**src/rtl/user_reg_pkg.sv**
```systemverilog
// rtl/user_reg_pkg.sv - state encoding and helper functions for the JTAG user register bank
package user_reg_pkg;

    typedef enum logic [1:0] {
        IDLE  = 2'd0,
        ARMED = 2'd1,
        RSVD  = 2'd2
    } state_t;

    function automatic int clog2(input int value);
        int r;
        r = 0;
        for (int i = 0; i < 32; i++) begin
            if ((1 << r) < value) r = r + 1;
        end
        return r;
    endfunction

    function automatic logic [3:0] onehot_idx(input logic [15:0] v);
        logic [3:0] r;
        r = 4'd0;
        for (int i = 0; i < 16; i++) begin
            if (v[i]) r = 4'(i);
        end
        return r;
    endfunction

    function automatic logic is_onehot(input logic [15:0] v);
        return (v != 16'd0) && ((v & (v - 16'd1)) == 16'd0);
    endfunction

endpackage

```
**src/rtl/tmr_vote_reg.sv**
```systemverilog
// rtl/tmr_vote_reg.sv - parallel output register, optionally triplicated with vote and scrub
module tmr_vote_reg #(
    parameter int               WIDTH = 16,
    parameter int               TMR   = 0,
    parameter logic [WIDTH-1:0] DEF   = '0
) (
    input  logic             clk,
    input  logic             rst,
    input  logic             we,
    input  logic [WIDTH-1:0] d,
    output logic [WIDTH-1:0] q
);

    if (TMR != 0) begin : g_tmr
        (* syn_preserve = 1, syn_keep = 1 *) logic [WIDTH-1:0] cp0;
        (* syn_preserve = 1, syn_keep = 1 *) logic [WIDTH-1:0] cp1;
        (* syn_preserve = 1, syn_keep = 1 *) logic [WIDTH-1:0] cp2;
        logic [WIDTH-1:0] vote;

        assign vote = (cp0 & cp1) | (cp1 & cp2) | (cp0 & cp2);
        assign q    = vote;

        // Idle cycles write the voted value back so a single upset heals next edge.
        always_ff @(posedge clk) begin
            if (rst) begin
                cp0 <= DEF;
                cp1 <= DEF;
                cp2 <= DEF;
            end else if (we) begin
                cp0 <= d;
                cp1 <= d;
                cp2 <= d;
            end else begin
                cp0 <= vote;
                cp1 <= vote;
                cp2 <= vote;
            end
        end
    end else begin : g_plain
        logic [WIDTH-1:0] r;

        assign q = r;

        always_ff @(posedge clk) begin
            if (rst)     r <= DEF;
            else if (we) r <= d;
        end
    end

endmodule

```
**src/rtl/user_rw_reg_bank.sv**
```systemverilog
// rtl/user_rw_reg_bank.sv - multi-channel JTAG user data register bank with readback
module user_rw_reg_bank
    import user_reg_pkg::*;
#(
    parameter int                   WIDTH     = 16,
    parameter int                   NCH       = 4,
    parameter logic [NCH*WIDTH-1:0] DEF_VALUE = '0,
    parameter int                   TMR       = 0
) (
    input  logic                 TCK,
    input  logic                 RST,
    input  logic                 SEL,
    input  logic [NCH-1:0]       FSEL,
    input  logic                 CAPTURE,
    input  logic                 SHIFT,
    input  logic                 UPDATE,
    input  logic                 TDI,
    output logic                 TDO,
    input  logic [NCH-1:0]       LOAD,
    input  logic [NCH*WIDTH-1:0] PI,
    output logic [NCH*WIDTH-1:0] PO,
    output logic [NCH-1:0]       UPD_STRB,
    output logic                 LEN_ERR,
    input  logic                 ERR_CLR
);

    localparam int CNTW    = clog2(WIDTH + 2);
    localparam int CHW     = (NCH > 1) ? clog2(NCH) : 1;
    localparam int CNT_MAX = WIDTH + 1;

    state_t           state_q, state_d;
    logic [CHW-1:0]   ch_q, ch_d;
    logic [WIDTH-1:0] sr_q, sr_d;
    logic [CNTW-1:0]  cnt_q, cnt_d;
    logic [NCH-1:0]   upd_strb_q, upd_strb_d;
    logic             len_err_q;
    logic             err_set;
    logic             jtag_wr;
    logic [15:0]      fsel_ext;
    logic             fsel_ok;
    logic [CHW-1:0]   fsel_idx;
    logic [WIDTH-1:0] po_arr [NCH];

    assign fsel_ext = 16'(FSEL);
    assign fsel_ok  = is_onehot(fsel_ext);
    assign fsel_idx = CHW'(onehot_idx(fsel_ext));

    always_comb begin
        state_d    = state_q;
        ch_d       = ch_q;
        sr_d       = sr_q;
        cnt_d      = cnt_q;
        err_set    = 1'b0;
        jtag_wr    = 1'b0;
        upd_strb_d = '0;
        case (state_q)
            IDLE: begin
                if (CAPTURE && SEL) begin
                    if (fsel_ok) begin
                        ch_d    = fsel_idx;
                        sr_d    = po_arr[fsel_idx];
                        cnt_d   = '0;
                        state_d = ARMED;
                    end else begin
                        err_set = 1'b1;
                    end
                end
            end
            ARMED: begin
                if (!SEL) begin
                    state_d = IDLE;
                end else if (CAPTURE) begin
                    if (fsel_ok) begin
                        ch_d  = fsel_idx;
                        sr_d  = po_arr[fsel_idx];
                        cnt_d = '0;
                    end else begin
                        err_set = 1'b1;
                        state_d = IDLE;
                    end
                end else if (UPDATE) begin
                    // Only an exact-length scan may reach the output register.
                    if (cnt_q == CNTW'(WIDTH)) jtag_wr = 1'b1;
                    else                       err_set = 1'b1;
                    state_d = IDLE;
                end else if (SHIFT) begin
                    sr_d = {TDI, sr_q[WIDTH-1:1]};
                    if (cnt_q != CNTW'(CNT_MAX)) cnt_d = cnt_q + 1'b1;
                end
            end
            default: state_d = IDLE;
        endcase
        if (jtag_wr) upd_strb_d = NCH'(1) << ch_q;
    end

    always_ff @(posedge TCK) begin
        if (RST) begin
            state_q    <= IDLE;
            ch_q       <= '0;
            sr_q       <= '0;
            cnt_q      <= '0;
            upd_strb_q <= '0;
            len_err_q  <= 1'b0;
        end else begin
            state_q    <= state_d;
            ch_q       <= ch_d;
            sr_q       <= sr_d;
            cnt_q      <= cnt_d;
            upd_strb_q <= upd_strb_d;
            if (err_set)      len_err_q <= 1'b1;
            else if (ERR_CLR) len_err_q <= 1'b0;
        end
    end

    // A JTAG update to a channel overrides a same-cycle LOAD of that channel.
    for (genvar i = 0; i < NCH; i++) begin : g_ch
        logic             hit;
        logic             we;
        logic [WIDTH-1:0] d;

        assign hit = jtag_wr && (ch_q == CHW'(i));
        assign we  = hit || LOAD[i];
        assign d   = hit ? sr_q : PI[i*WIDTH +: WIDTH];

        tmr_vote_reg #(
            .WIDTH (WIDTH),
            .TMR   (TMR),
            .DEF   (DEF_VALUE[i*WIDTH +: WIDTH])
        ) u_reg (
            .clk (TCK),
            .rst (RST),
            .we  (we),
            .d   (d),
            .q   (po_arr[i])
        );

        assign PO[i*WIDTH +: WIDTH] = po_arr[i];
    end

    assign TDO      = (state_q == ARMED) && SEL && sr_q[0];
    assign UPD_STRB = upd_strb_q;
    assign LEN_ERR  = len_err_q;

endmodule

```
**config.mk**
```make
export PLATFORM = sky130hd
export DESIGN_NAME = user_rw_reg_bank
export DESIGN_NICKNAME = d
export VERILOG_FILES = /design/src/rtl/user_reg_pkg.sv /design/src/rtl/tmr_vote_reg.sv /design/src/rtl/user_rw_reg_bank.sv
export SDC_FILE = /design/constraint.sdc
export NUM_CORES = 1
export LEC_CHECK = 0
export ABC_CLOCK_PERIOD_IN_PS = 2600
export CAP_MARGIN = 10
export CORE_MARGIN = 2
export CORE_UTILIZATION = 48
export DETAILED_ROUTE_END_ITERATION = 16
export GPL_TIMING_DRIVEN = 0
export PLACE_DENSITY = 0.83
export SYNTH_ARGS = -nofsm -noshare
export SYNTH_HDL_FRONTEND = slang
export SYNTH_HIERARCHICAL = 1
export SYNTH_SLANG_ARGS = --single-unit
```
**constraint.sdc**
```tcl
create_clock -name TCK -period 2.6 [get_ports TCK]
set_input_delay 0.52 -clock TCK [delete_from_list [all_inputs] [get_ports TCK]]
set_output_delay 0.52 -clock TCK [all_outputs]
set_load 0.01 [all_outputs]
```
Word-level counts from Yosys, hierarchy flattened
Index checks and enable logic that the tools add are counted.
{ "op_classes": {"shifts": 1, "addsub": 2, "muxes": 51, "bitwise": 3, "n_eq_ne": 15, "reduce_logical": 23, "magnitude_cmp": 1} }
{ "ops": {"columns": ["operator", "n"], "rows": [
  ["16-bit two-way mux", 12],
  ["5-bit two-way mux", 7],
  ["16-bit binary-select mux with 2-bit select", 1],
  ["16-bit one-hot mux with 2 select lines", 1],
  ["2-bit two-way mux", 12],
  ["4-bit by 16-bit bitwise AND with 16-bit output", 1],
  ["16-bit zero test", 1],
  ["16-bit nonzero test", 1],
  ["1-bit two-way mux", 14],
  ["5-bit one-hot mux with 2 select lines", 1],
  ["3-bit != test, second input constant", 3],
  ["1-bit logical AND", 8],
  ["2-bit != test, second input constant", 4],
  ["4-bit != test, second input constant", 2],
  ["2-bit one-hot mux with 2 select lines", 2],
  ["4-bit AND reduction", 2],
  ["6-bit AND reduction", 1],
  ["5-bit by 1-bit adder with 5-bit output, second input constant", 1],
  ["5-bit equality test, second input constant", 1],
  ["5-bit != test, second input constant", 1],
  ["5-bit AND reduction", 1],
  ["4-bit by 1-bit subtractor with 5-bit output, second input constant", 1],
  ["2-bit by 1-bit equality test with 1-bit output, second input constant", 2],
  ["2-bit equality test, second input constant", 2],
  ["9 further kinds", 14]
]} }
{ "totals": {"output_inout_bits": 70, "wordCells": 106, "reg_bits": 94, "in_bits": 80} }

Depth between registers and ports, before layout
Gate-level depths: netlist of run 1.
{ "depth": {"ltp_word": 11, "depth_mapped": 11, "ltp_nobuf": 8} }

By module
Netlist of run 1, hierarchy kept.
{ "by_module_without_submodules": {"columns": ["module", "area_per_inst_um2", "seq_area_each_um2", "instances", "cells_per_inst"], "rows": [
  ["user_rw_reg_bank", 2796.4, 580.6, 1, 324],
  ["tmr_vote_reg", 580.6, 320.3, 4, 52]
]} }

Least setup slack after synthesis of run 1
OpenSTA, ideal clock, no wires.
{ "synth_timing": {"kind": "input-to-reg", "startpoint": "in CAPTURE", "endpoint": "reg g_ch[0].u_reg.g_plain.r[10]", "stages": 9, "arrival_time_ns": 2.150, "n_path_buf": 3, "path_slack_ns": 0.333, "cell_sequence": "and2b_1 -> nand3_1 -> nor4_4 -> buf_2 -> or2_2 -> buf_6 -> buf_12 -> mux2i_1 -> nor2_1"} }
{ "synth_between": {"elab_chain_cells": 5} }
{ "synth_rtl": {"columns": ["item", "line", "rtl"], "rows": [
  ["start, declared", "user_rw_reg_bank.sv:14", "input logic CAPTURE,"],
  ["1-bit two-way mux", "user_rw_reg_bank.sv:72", "end else if (CAPTURE) begin"],
  ["1-bit two-way mux", "user_rw_reg_bank.sv:70", "if (!SEL) begin"],
  ["1-bit two-way mux", "user_rw_reg_bank.sv:56", "case (state_q)"],
  ["1-bit logical AND", "user_rw_reg_bank.sv:121", "assign hit = jtag_wr && (ch_q == CHW'(i));"],
  ["1-bit logical OR", "user_rw_reg_bank.sv:122", "assign we = hit || LOAD[i];"],
  ["named net g_ch[0].we", "user_rw_reg_bank.sv:118", "logic we;"],
  ["end signal, assigned", "tmr_vote_reg.sv:45", "if (rst) r <= DEF;"],
  ["end signal, assigned", "tmr_vote_reg.sv:46", "else if (we) r <= d;"],
  ["end, declared", "tmr_vote_reg.sv:40", "logic [WIDTH-1:0] r;"]
]} }
The timed path passes the listed nets, and every way through them passes these cells.
A chain may end at the register's enable or synchronous reset.

Final worst setup path of run 1
{ "layout_timing": {"startpoint": "in CAPTURE", "endpoint": "reg g_ch[2].u_reg.g_plain.r[7]"} }
{ "layout_between": {"elab_chain_cells": 5} }
{ "layout_rtl": {"columns": ["item", "line"], "rows": [
  ["1-bit two-way mux", "user_rw_reg_bank.sv:72"],
  ["1-bit two-way mux", "user_rw_reg_bank.sv:70"],
  ["1-bit two-way mux", "user_rw_reg_bank.sv:56"],
  ["1-bit logical AND", "user_rw_reg_bank.sv:121"],
  ["1-bit logical OR", "user_rw_reg_bank.sv:122"],
  ["named net g_ch[2].we", "user_rw_reg_bank.sv:118"],
  ["end signal, assigned", "tmr_vote_reg.sv:45"],
  ["end signal, assigned", "tmr_vote_reg.sv:46"],
  ["end, declared", "tmr_vote_reg.sv:40"]
]} }
The timed path passes the listed nets, and every way through them passes these cells.

==> flow_summary.toml, run 1 <==
[cells_and_area]
drive_above_1_share_pct = 19.1
fin_area_um2 = 7050
final.fill_count = 825
layout.area.seq_um2 = 1860
antenna_cells = 0
final_cell_mix = "148 x clkdlybuf4s50_1, 104 x nor2_1, 93 x dfxtp_1"
final_common_cell = "clkdlybuf4s50_1"
multi_input_area_um2 = 2980
syn_to_final_growth_pct = 37.7
nNetsFinal = 780
final_util_pct = 68.3

[clock_network]
cts_tree = "done"
h-tree-depth = 3
clock_sinks = 93
cts_root_buf = "clkbuf_8"
clk_pin_slew_ns = 0.09
clock_path_buffers = 2
numCtsBuffers = 9
insertion_delay_ns = 0.37

[pwr]
power_per_cell_area_nw_per_um2 = 457
clkPwrFrac_pct = 29.7
p_int_w = 0.00231
swShare_pct = 28.2
p_total_w = 0.00322
pwr-share-seq_pct = 49.5
p_sw_w = 0.000910
p_comb_share_pct = 20.8
peakVddDrop_mv = 0.314
p_leak_nw = 3.07

[placed_design]
numPortBuffers = 148
gp_congestion = 0.915
place_area_um2 = 6770
hpwlAfterDp_mm = 11.9

[floorplan]
core_um2 = 10300
num_io_pins = 150
die_y_um = 107
start_util_pct = 49.6
die_x_um = 107
row_count = 37
die_area_um2 = 11500

[setup_path]
worst-r2r-cell-count = 10
crit_required_ns = 2.86
critical_path_class = "in -> reg"
timing.rr.end = "g_ch[2].u_reg/q[7]"
crit_arrival_ns = 2.72
startpoint = "CAPTURE"
endpoint = "g_ch[2].u_reg/q[7]"
end_kind = "register"
r2r_slack_ns = 0.29
cp-start-kind = "primary input"
cp_max_fo = 10
reg2reg_from = "cnt_q[2]"

[synth]
syn-cell-area_um2 = 5120
async_reset_ff_share_pct = 0
ys_seq_area_share_pct = 36.4
yosysTopAreaCell = "dfxtp_1"
yosys-top-cells-area = "dfxtp_1 36%, mux2i_1 16%, mux2_2 14%"
syn_area_per_cell_um2 = 9.62
syn_inst = 532
synth_ff_type = "dfxtp_1"
yosysTopAreaCellShare_pct = 36.4
synth_warnings = 6
synth-seq-cells = 93
synth_edf_count = 0
synth_cell_types = 49
syn-num-nets = 615

[grt]
first_global_vias = 4601
grt_pass1_wl_mm = 24.6
grtUsageTotal_pct = 27.4
grt_max_degree = 16
antenna_found_initial = 0
overflow = 0

[routing]
ant_nets = 0
wire_per_inst_um = 18.9
drt_first_pass_iters = 5
drt_iter0_drc = 292
via_count = 4665
drcViolationCount = 0
wl_mm = 15.8
vias_per_cell = 5.57

[sta]
skew_ns = 0.00689
final-setup-viol-count = 0
slew_headroom_pct = 49.6
period_share_pct = 94.8
worst_pin_slew_ns = 0.756
slew_viol_final = 0
hold_viol_final = 0
tns_ns = 0
post-route-min-period_ns = 2.47
maxClockFrequency_mhz = 406
rsz0062_at_grt = "no"

[job]
maxCapViolCount = 0

[min_path]
hp-class = "in -> reg"
min_from = "FSEL[3]"

[run_status]
status = "finished, final reports clean"
[sequential cells by signal (all words and copies together) (netlist names)]
name	flops
g_ch.u_reg/q	64
sr_q	16
cnt_q	5
UPD_STRB	4
ch_q	2
LEN_ERR	1
state_q	1
[worst min path at each step]
stage,endpoint,slack (ns),cells after the start
2_1_floorplan,cnt_q[4],0.48,2
3_3_place_gp,g_ch[2].u_reg/q[14],0.49,2
3_5_place_dp,g_ch[2].u_reg/q[4],0.51,2
4_1_cts,sr_q[8],0.50,3
5_1_grt,sr_q[8],0.51,3
6_report,sr_q[8],0.51,3
[metal layers]
layer,routed length [um],vias to the layer above,track usage [%],part of all wire (%)
met5,0,-,0,0
met4,348,0,8.91,2.2
met3,1030,27,5.69,6.5
met2,7440,200,44.0,47
met1,6980,2236,36.7,44
li1,-,2202,-,-
[power by group through the flow]
stage               Sequential (W)  Combinational (W)  Clock (W)
finish                     0.00159           0.000670   0.000959
global route               0.00160           0.000717    0.00103
CTS                        0.00159           0.000667   0.000962
detailed placement         0.00162           0.000660          0
global placement           0.00162           0.000646          0
floorplan                  0.00162           0.000317          0
[logic make-up after synthesis]
logic type,Yosys count,share of synthesized area [%]
multiplexers,144,29.7
flip-flops,93,36.4
buffers and inverters,46,6.09
adder cells (fa/ha/maj),3,0.733
AO/OA/AOI/OAI,53,7.87
AND/OR/NAND/NOR,192,19.0
XOR/XNOR,1,0.171
[critical path, stage by stage]
cell and delay, ns:
clkdlybuf4s50_1 0.42, and2b_2 0.27, nand3_2 0.15, nor2_4 0.26, nand3b_4 0.19, buf_4 0.23, nand2b_1 0.10, buf_6 0.15
buf_12 0.15, mux2i_1 0.21, nor2_1 0.06
[Yosys cell counts (all sizes together), types with 2 or more instances]
library cell and number:
a311oi 2, inv 7, dfxtp 93, and3 2, nand4b 2, nor2b 2, nand4 2, nor4b 2
nand2b 5, or2 2, nand3b 4, nor2 105, o21ai 19, nor3 3, nor3b 2, nor4 17
mux2 64, clkbuf 10, a211oi 3, nand2 36, ha 3, o211ai 2, mux2i 80, buf 29
o211a 16, nand3 2, a21oi 6, or4 2
[area by class of cell]
class	instances	share of cell area, %
repair buffers	154	21.7
multi-input cells	393	42.3
well taps	136	2.41
clock buffers	12	2.34
inverters	7	0.373
clock inverters	4	0.426
plain buffers	39	4.08
flip-flops and latches	93	26.4
[through the flow]
step / cells / setup slack [ns] / hold WS [ns]
floorplan: 532 / 0.333 / 0.480
global placement: 816 / -0.599 / 0.494
detailed placement: 816 / -0.640 / 0.508
CTS: 833 / 0.0682 / 0.504
global route: 838 / 0.0245 / 0.510
finish: 838 / 0.135 / 0.511
[repair_timing]
| action | 4_1_cts | 5_1_grt |
|---|---|---|
| resized for setup | 6 | 1 |
| hold buffers | 0 | 0 |
| pin swaps | 2 | 1 |
| endpoints found under the setup margin | 46 | 13 |
| buffers inserted | 1 | 5 |
Note: power is estimated with default switching activity, not from simulation.
==> inputs of run 2 (changes only) <==
--- a/config.mk
+++ b/config.mk
@@ -5,7 +5,7 @@
 export SDC_FILE = /design/constraint.sdc
 export NUM_CORES = 1
 export LEC_CHECK = 0
-export ABC_CLOCK_PERIOD_IN_PS = 2600
+export ABC_CLOCK_PERIOD_IN_PS = 2300
 export CAP_MARGIN = 10
 export CORE_MARGIN = 2
 export CORE_UTILIZATION = 48
==> constraint.sdc (replaced) <==
create_clock -name TCK -period 2.3 [get_ports TCK]
set_input_delay 0.46 -clock TCK [delete_from_list [all_inputs] [get_ports TCK]]
set_output_delay 0.46 -clock TCK [all_outputs]
set_load 0.01 [all_outputs]
==> run 2 against run 1 <==
  * Combinational power grew 14%
  * Non-clock buffer count grew 5
  * Clock power grew 14%
  * Global-route usage grew 0.32 points
  * Sequential share of layout area shrank 0.26 points
  * Via count grew 1.6%
  * Design area grew 1.0%
  * Cell count grew 0.60%
  * Routed wire length grew 1.3%
  * Worst hold slack lost 0.062 ns
  * Count of clock-buffer cells in the layout is the same
  * Critical path type unchanged
  * Largest cell class unchanged
==> flow_summary.toml, run 2 (synthesis results as in run 1) <==
[grt]
met1_usage_pct = 36.9
grt_pass1_wl_mm = 24.8
first_global_vias = 4671
antenna_found_initial = 0
grtUsageTotal_pct = 27.7
top_usage_layer = "met2"
use_met3_pct = 5.99
grtUsageMet2_pct = 44.6
grt_max_degree = 16
overflow = 0

[sta]
post-route-min-period_ns = 2.24
period_share_pct = 97.4
timing.hold.ws_ns = 0.449
worst_pin_slew_ns = 0.727
fin_ws_ns = 0.0607
slew_viol_final = 0
maxClockFrequency_mhz = 447
slew_headroom_pct = 51.5
final-setup-viol-count = 0
hold_viol_final = 0
skew_ns = 0.00814
rsz0062_at_grt = "yes"

[pwr]
power_per_cell_area_nw_per_um2 = 513
peakVddDrop_mv = 0.359
p_leak_nw = 3.11

[cells_and_area]
fin_area_um2 = 7120
largest_reg_flops = 64
syn_to_final_growth_pct = 39.1
final.fill_count = 812
antenna_cells = 0
nNetsFinal = 785
final_common_cell = "clkdlybuf4s50_1"
final_cell_mix = "147 x clkdlybuf4s50_1, 104 x nor2_1, 93 x dfxtp_1"
final_util_pct = 69.0
drive_above_1_share_pct = 19.7
stdcell_count = 843

[routing]
wl_mm = 16.0
ant_nets = 0
vias_per_cell = 5.62
drt_iter0_drc = 247
drcViolationCount = 0
drt_first_pass_iters = 5
wire_per_inst_um = 19.0
via_count = 4738

[placed_design]
place_inst = 816
gp_congestion = 0.915
hpwlAfterDp_mm = 11.9
place_ws_ns = -0.880
numPortBuffers = 148
place_area_um2 = 6770

[floorplan]
row_count = 37
start_util_pct = 49.6
num_io_pins = 150
die_x_um = 107
die_y_um = 107
die_area_um2 = 11500
core_um2 = 10300

[setup_path]
crit_required_ns = 2.57
cp_max_fo = 10
cp-start-kind = "primary input"
crit_arrival_ns = 2.51
critical_path_class = "in -> reg"
end_kind = "register"

[clock_network]
insertion_delay_ns = 0.37
numCtsBuffers = 9
cts_tree = "done"
clock_path_buffers = 2
postCtsHoldBufs = 0
cts_root_buf = "clkbuf_8"
clock_sinks = 93
clk_pin_slew_ns = 0.09
h-tree-depth = 3

[job]
maxCapViolCount = 0

[min_path]
hp-class = "in -> reg"

[run_status]
status = "finished, final reports clean"
[run 2: cell types whose count changed in the layout (fill, tap and decap cells not counted)]
cell and change:
dlymetal6s2s_1 +1, clkdlybuf4s50_1 -1, nand3_4 +1, buf_6 +3, nand3_2 -1, buf_4 +1, buf_12 +1
[run 2: critical path: stages]
cell,delay [ns]
clkdlybuf4s50_1,0.60
or4b_4,0.51
o31a_4,0.14
a21oi_1,0.18
buf_2,0.26
nor2_1,0.08
a211oi_1,0.27
[run 2: final timing paths]
kind | startpoint | to | slack, ns | depth (start not counted)
worst max register to register | cnt_q[2] | g_ch[1].u_reg/q[5] | 0.13 | 10
worst min register to register | cnt_q[4] | cnt_q[4] | 0.53 | 2
worst max-delay path | FSEL[2] | ch_q[1] | 0.06 | 7
worst min-delay path | FSEL[3] | sr_q[8] | 0.45 | 3
[run 2: timing repair]
item	4_1_cts	5_1_grt
setup buffers	9	3
gates resized for setup	10	2
setup endpoints to repair	64	30
pin swaps	3	3
[run 2: power by group]
| part | total [W] | switching, W | internal [W] |
|---|---|---|---|
| sequential | 0.00180 | 0.000104 | 0.00170 |
| combinational | 0.000763 | 0.000331 | 0.000433 |
| clock | 0.00109 | 0.000602 | 0.000486 |
[run 2: per-stage QoR]
stage	TNS [ns]	power, W
after floorplan	0	0.00219
after global placement	-44.17	0.00256
after detailed placement	-47.30	0.00258
after CTS	0	0.00364
after global routing	-0.0316	0.00379
final	0	0.00366
[run 2: metal layers]
metal | vias to the layer above | share of wire, %
met5 | - | 0
met4 | 0 | 2.1
met3 | 28 | 7.2
met2 | 205 | 47
met1 | 2285 | 43
li1 | 2220 | -
[run 2: cell type report]
class | count | area, um2 | share of cell area, %
multi-input cells | 393 | 2990 | 42.0
plain buffers | 38 | 292 | 4.09
inverters | 7 | 26.3 | 0.369
flip-flops and latches | 93 | 1860 | 26.1
well taps | 136 | 170 | 2.39
clock inverters | 4 | 30.0 | 0.422
clock buffers | 12 | 165 | 2.32
repair buffers | 160 | 1590 | 22.3
==> variant: new RTL, settings of run 2 <==
`NCH`: 4 -> 8.
--- a/src/rtl/user_rw_reg_bank.sv
+++ b/src/rtl/user_rw_reg_bank.sv
@@ -4,5 +4,5 @@
 #(
     parameter int                   WIDTH     = 16,
-    parameter int                   NCH       = 4,
+    parameter int                   NCH       = 8,
     parameter logic [NCH*WIDTH-1:0] DEF_VALUE = '0,
     parameter int                   TMR       = 0
Interface: changed (5 resized); port bits go from 150 to 290. The function was not compared with the original's and may differ.
==> variant against run 2 <==
- the run now ends with negative setup slack left
- routed wire length up 120%
- sequential share of layout area down 2.2 points
- cell area up 91%
- via count up 96%
- count of clock-buffer cells in the layout up 5
- area after synthesis up 79%
- worst setup slack worse by 0.11 ns
- sequential cell count up 69
- total power up 100%
==> variant: results <==
sta:
  setup_violations: 2
  worstMarginPinSlew_ns: 0.731
  finClkSkew_ns: 0.0125
  setup_ws_ns: -0.0522
layout:
  nFillCells: 1353
  drive_gt1_share_pct: 22.3
  diodes: 1
  multi_input_cells: 700
  n_all_buffers: 415
  final-clk-cell-share_pct: 4.37
outcome:
  status: "complete, but fails checks"
  violations: "negative setup slack"
synthesis:
  synth.distinct_cells: 54
  avgSynthCellArea_um2: 9.37
cts:
  cts-root-buf: "clkbuf_16"
  clock_sinks: 162
  cts_resized: 67
  clk_latency_ns: 0.43
global_routing:
  grt_pass1_wl_um: 51000
setup_path:
  critPathSlowestCell: "nor4_4"
  crit_family: "simple AND/OR/NAND/NOR gates"
  r2r_setup_slack_ns: -0.04
  slowest_delay_ns: 0.40
routing:
  drt-initial-drc-count: 852
  firstDrtPassIters: 6
place:
  dp.cells: 1497
power:
  max-vdd-ir-drop_mv: 0.459
  leakage_nw: 5.61
==> variant: kinds of logic after synthesis <==
group / share of synthesized area (%)
compound gates: 11.6
simple gates: 14.6
flops: 35.5
fa+ha+maj: 0.520
mux: 30.0
xor+xnor: 0.192
buf+inv: 7.66
==> variant: path summary, 6_finish.rpt <==
check                 from             endpoint
setup / recovery   CAPTURE  g_ch[1].u_reg/q[14]
hold / removal      UPDATE              LEN_ERR
setup reg to reg  cnt_q[1]  g_ch[1].u_reg/q[14]
hold reg to reg    LEN_ERR              LEN_ERR
==> variant: power by group <==
| part | switching [W] | internal [W] |
|---|---|---|
| registers | 0.000153 | 0.00294 |
| clock network | 0.00130 | 0.00164 |
| logic | 0.000609 | 0.000825 |
| total | 0.00206 | 0.00540 |
==> variant: per-layer routing <==
metal / part of all wire (%) / up-vias / global-route usage (%)
li1: - / 4171 / -
met1: 40 / 4450 / 41.3
met2: 48 / 525 / 56.6
met3: 8.2 / 120 / 6.02
met4: 4.2 / 0 / 14.7
met5: 0 / - / 0
